## config.mk

```make
export PLATFORM = sky130hd
export DESIGN_NAME = compute_sequencer
export DESIGN_NICKNAME = d
export VERILOG_FILES = /design/src/rtl/compute_sequencer.sv
export SDC_FILE = /design/constraint.sdc
export NUM_CORES = 1
export LEC_CHECK = 0
export ABC_AREA = 1
export CAP_MARGIN = 40
export CORE_UTILIZATION = 55
export CTS_CLUSTER_SIZE = 12
export DETAILED_ROUTE_END_ITERATION = 16
export GPL_TIMING_DRIVEN = 0
export PLACE_DENSITY_LB_ADDON = 0.08
export SLEW_MARGIN = 20
export SYNTH_ARGS = -nofsm -noshare
export SYNTH_HDL_FRONTEND = slang
export SYNTH_SLANG_ARGS = --single-unit
```

## constraint.sdc

```tcl
create_clock -name clk -period 2.6 [get_ports clk]
set_input_delay 0.26 -clock clk [delete_from_list [all_inputs] [get_ports clk]]
set_output_delay 0.26 -clock clk [all_outputs]
set_load 0.02 [all_outputs]
```

## src/rtl/compute_sequencer.sv

```systemverilog
// Program sequencer: buffers 16-bit instruction words and issues them to the compute unit over valid/ready.
// Optional macro SEQ_SKIP_NOP_EN: opcode 4'b0000 words are skipped instead of presented.
module compute_sequencer #(
  parameter int DEPTH  = 8,
  parameter int ADDR_W = 3
) (
  input  logic              clk,
  input  logic              rst_n,
  input  logic              ena,
  input  logic              prog_we,
  input  logic [ADDR_W-1:0] prog_addr,
  input  logic [15:0]       prog_data,
  input  logic [ADDR_W:0]   prog_len,
  input  logic [3:0]        loop_cnt,
  input  logic              start,
  input  logic              stop,
  output logic [15:0]       instr_out,
  output logic              instr_valid,
  input  logic              instr_ready,
  input  logic [7:0]        result_in,
  output logic [7:0]        last_result,
  output logic [ADDR_W-1:0] pc,
  output logic              busy,
  output logic              done,
  output logic [7:0]        issue_cnt,
  output logic [1:0]        state_dbg
);

  // Handshake: a word transfers on a cycle where instr_valid and instr_ready are
  // both high; valid never depends on ready and holds with instr_out until taken.
  typedef enum logic [1:0] {
    IDLE   = 2'd0,
    RUN    = 2'd1,
    DONE_S = 2'd2
  } state_t;

  localparam logic [ADDR_W:0] DEPTH_L = (ADDR_W + 1)'(DEPTH);

  logic [15:0]     mem [DEPTH];
  state_t          state;
  logic [ADDR_W:0] len_r;
  logic [3:0]      loop_rem;
  logic            cap_pend;
  logic            is_nop;
  logic            xfer;
  logic            advance;
  logic            at_end;
  logic [ADDR_W:0] len_cap;

  assign instr_out = mem[pc];

`ifdef SEQ_SKIP_NOP_EN
  assign is_nop = (instr_out[15:12] == 4'b0000);
`else
  assign is_nop = 1'b0;
`endif

  assign instr_valid = ena && (state == RUN) && !is_nop;
  assign xfer        = instr_valid && instr_ready;
  assign advance     = xfer || (ena && (state == RUN) && is_nop);
  assign at_end      = ({1'b0, pc} == (len_r - 1'b1));
  assign busy        = (state != IDLE);
  assign state_dbg   = state;
  assign len_cap     = (prog_len > DEPTH_L) ? DEPTH_L : prog_len;

  // Buffer is deliberately left out of reset so a program survives a sequencer reset.
  always_ff @(posedge clk) begin
    if (rst_n && ena && prog_we && (state == IDLE))
      mem[prog_addr] <= prog_data;
  end

  always_ff @(posedge clk) begin
    if (!rst_n) begin
      state       <= IDLE;
      pc          <= '0;
      loop_rem    <= '0;
      len_r       <= '0;
      last_result <= '0;
      issue_cnt   <= '0;
      done        <= 1'b0;
      cap_pend    <= 1'b0;
    end else if (ena) begin
      done     <= 1'b0;
      cap_pend <= xfer;
      // The unit registers its result, so it is valid one cycle after acceptance.
      if (cap_pend)
        last_result <= result_in;
      if (xfer)
        issue_cnt <= issue_cnt + 8'd1;
      case (state)
        IDLE: begin
          if (start && (prog_len != '0)) begin
            len_r     <= len_cap;
            loop_rem  <= loop_cnt;
            pc        <= '0;
            issue_cnt <= '0;
            state     <= RUN;
          end
        end
        RUN: begin
          if (advance) begin
            if (at_end) begin
              if (loop_rem != 4'd0) begin
                pc       <= '0;
                loop_rem <= loop_rem - 4'd1;
              end
            end else begin
              pc <= pc + 1'b1;
            end
          end
          if (stop) begin
            state <= IDLE;
          end else if (advance && at_end && (loop_rem == 4'd0)) begin
            state <= DONE_S;
            done  <= 1'b1;
          end
        end
        DONE_S: state <= IDLE;
        default: state <= IDLE;
      endcase
    end
  end

endmodule

```

==> impl_metrics.py <==
metrics = {
    "sta": {
        "setup_slack_ps": 90.38,
        "final_hold_viol_count": 0,
        "slew_viol_final": 0,
        "rsz0062_at_grt": "no",
        "max_slew_margin_pct": 45.96,
        "skew_ps": 19.43,
        "tns_ps": 0,
        "tightest_slew_ps": 806.2,
        "fmax_mhz": 398.5,
        "layout_min_cycle_time_ps": 2510,
        "period_share_pct": 96.52,
        "setup_viol": 0,
    },
    "clock_network": {
        "htreeDepth": 4,
        "cts.clk_slew.worst_paths_ps": 60,
        "cts_setup_buffers": 0,
        "cts_tree": "done",
        "cts_sinks": 162,
        "root_buffer": "clkbuf_16",
        "clock_path_buffers": 2,
        "cts_buffers": 17,
        "clkLatencyLatePin_ps": 430,
    },
    "run_status": {
        "outcome": "completed",
    },
    "finish": {
        "num_antenna_cells": 0,
        "fin_nets": 771,
        "drive_above_1_share_pct": 10.58,
        "final_area_um2": 8417,
        "fin_cells": 880,
        "area_delta_synth_final_pct": 27.36,
        "final_common_cell": "nor2_1",
        "layout_common_cells": "nor2_1, edfxtp_1, o21ai_0",
    },
    "critical_path": {
        "r2r_cells": 6,
        "path_class": "flip-flop to output port",
        "cp_max_fo": 10,
        "critical-path-max-stage-delay_ps": 360,
        "reg2reg_to": "mem[5][14]",
        "cp_data_arrival_time_ps": 2250,
        "critPathBufInv": 3,
        "path_cells": "buf_2 > clkbuf_4 > o21ai_0 > o22ai_1 > nor2_1 > a31oi_1 > clkdlybuf4s15_1",
        "r2r-start": "state_dbg[1]",
        "r2r_slack_ps": 260,
        "end_kind": "output port",
        "critical_path_depth": 7,
        "crit_family": "buffers and inverters",
        "startpoint_type": "flip-flop",
        "slowest_stage": "clkdlybuf4s15_1",
        "crit_required_ps": 2340,
    },
    "min_path": {
        "hold_path_class": "input pin to flip-flop",
        "holdPathStages": 3,
        "worstHoldStart": "rst_n",
        "hold_end": "last_result[7]",
    },
    "drt": {
        "via_per_inst": 5.641,
        "drc": 0,
        "routed_wl_mm": 16.05,
        "ant_nets": 0,
        "first_pass_iters": 5,
        "wl_per_cell_um": 18.24,
        "vias": 4964,
        "drt_iter0_drc": 519,
    },
    "yosys": {
        "synth_cells": 614,
        "synthesis.area_um2": 6609,
        "synth_fp_nets": 661,
        "synth_cell_type_count": 31,
        "ys_ff_latch": 162,
        "synth_top_area_share_pct": 58.16,
        "synth_warnings": 0,
        "yosysTopAreaCell": "edfxtp_1",
        "ys_seq_area_share_pct": 68.46,
        "avgSynthCellArea_um2": 10.76,
        "synth.area.top_cells": "edfxtp_1, dfxtp_1, nor2_1",
    },
    "floorplanning": {
        "row_count": 39,
        "die_area_um2": 12460,
        "die_h_um": 111.6,
        "core_um2": 11560,
        "io_pins": 82,
        "die_x_um": 111.6,
        "start_util_pct": 57.15,
    },
    "place": {
        "post-place-ws_ps": -57.77,
        "dp_hpwl_mm": 10.59,
        "gp_congestion": 0.8198,
        "io_buffers": 80,
        "dpl_cell_area_um2": 7731,
        "dpl.cell_count": 848,
    },
    "global_routing": {
        "antenna_found_initial": 0,
        "grt_pass1_wl_mm": 25.10,
        "grt_max_degree": 17,
        "grt_pass1_vias": 4912,
        "grt_overflow": 0,
        "grt_usage_pct": 27.14,
    },
    "run": {
        "cap_violations": 0,
    },
    "power": {
        "powerDensity_nw_per_um2": 730.7,
        "max-vdd-ir-drop_mv": 0.4476,
        "leakagePower_nw": 3.119,
        "p_total_mw": 6.150,
    },
}
==> report_power, final <==
group	internal (mW)	leakage (nW)	switching [mW]	total [mW]
logic	0.217	1.38	0.352	0.569
clock network	1.79	0.308	0.953	2.74
registers	2.82	1.43	0.0167	2.84
==> cell families (layout without fill, tap and decap cells) <==
family	count (synthesis)	count (layout)	synth area share, %
flops	162	162	68.46
fa+ha+maj	5	5	0.9466
buf+inv	61	184	3.635
xor+xnor	5	5	0.6627
simple gates	256	256	15.98
mux	2	2	0.3029
compound gates	123	123	10.02
==> synthesized netlist by cell type (all sizes together) <==
cell type,instances
nor2,167
edfxtp,128
o21ai,82
nand2,60
inv,35
dfxtp,34
clkbuf,18
nand3,18
a31oi,16
o22ai,16
a21oi,8
buf,8
ha,5
nor3,5
nand4,4
xor2,3
mux2i,2
nor3b,2
xnor2,2
a211oi,1
==> worst register-to-register path, delay by kind of cell, from the launching register on <==
family,cells,cell delay (ps)
buffers and inverters,2,430
AND/OR/NAND/NOR,4,1270
flip-flops,1,340
==> sequential cells by signal, indices dropped and copies added, names as in the netlist, named ones only <==
register	cells
mem	128
cap_pend	1
state_dbg	2
last_result	8
len_r	4
done	1
pc	3
issue_cnt	8
loop_rem	4
==> worst max path at each step <==
stage / to / slack [ps]
global placement: mem[3][8] / -1230
finish: instr_out[11] / 90
CTS: instr_out[1] / 20
floorplan: mem[4][0] / 60
global route: instr_out[11] / 6
detailed placement: mem[5][6] / -60
==> metal layers <==
metal  share of wire (%)  track usage [%]  vias to the layer above  wire (um)
met5                   0                0                        -          0
met4                 2.2            11.71                        0        357
met3                 8.4            7.730                       29       1345
met2                  49            45.71                      232       7913
met1                  40            32.75                     2345       6431
li1                    -                -                     2358          -
==> repair_timing <==
action	4_1_cts	5_1_grt
pin swaps	0	0
hold buffers	0	0
endpoints found under the hold margin	0	0
resized for setup	35	5
endpoints found under the setup margin	16	5
==> per-stage QoR <==
step	util, %	hold WS (ps)
after CTS	72.68	264.2
after floorplan	-	354.4
after global routing	72.78	320.3
after global placement	65.62	453.9
after detailed placement	66.85	459.8
final	72.78	275.8
==> final cells by class <==
class                           count  area, um2
Multi-Input combinational cell    391       1874
Clock inverter                     12      211.5
Fill cell                         809       3148
Inverter                           35      131.4
Timing Repair Buffer               91      909.6
Tap cell                          143      178.9
Buffer                             26      150.1
Sequential cell                   162       4524
Clock buffer                       20      436.7
Note: power is estimated with default switching activity, not from simulation.
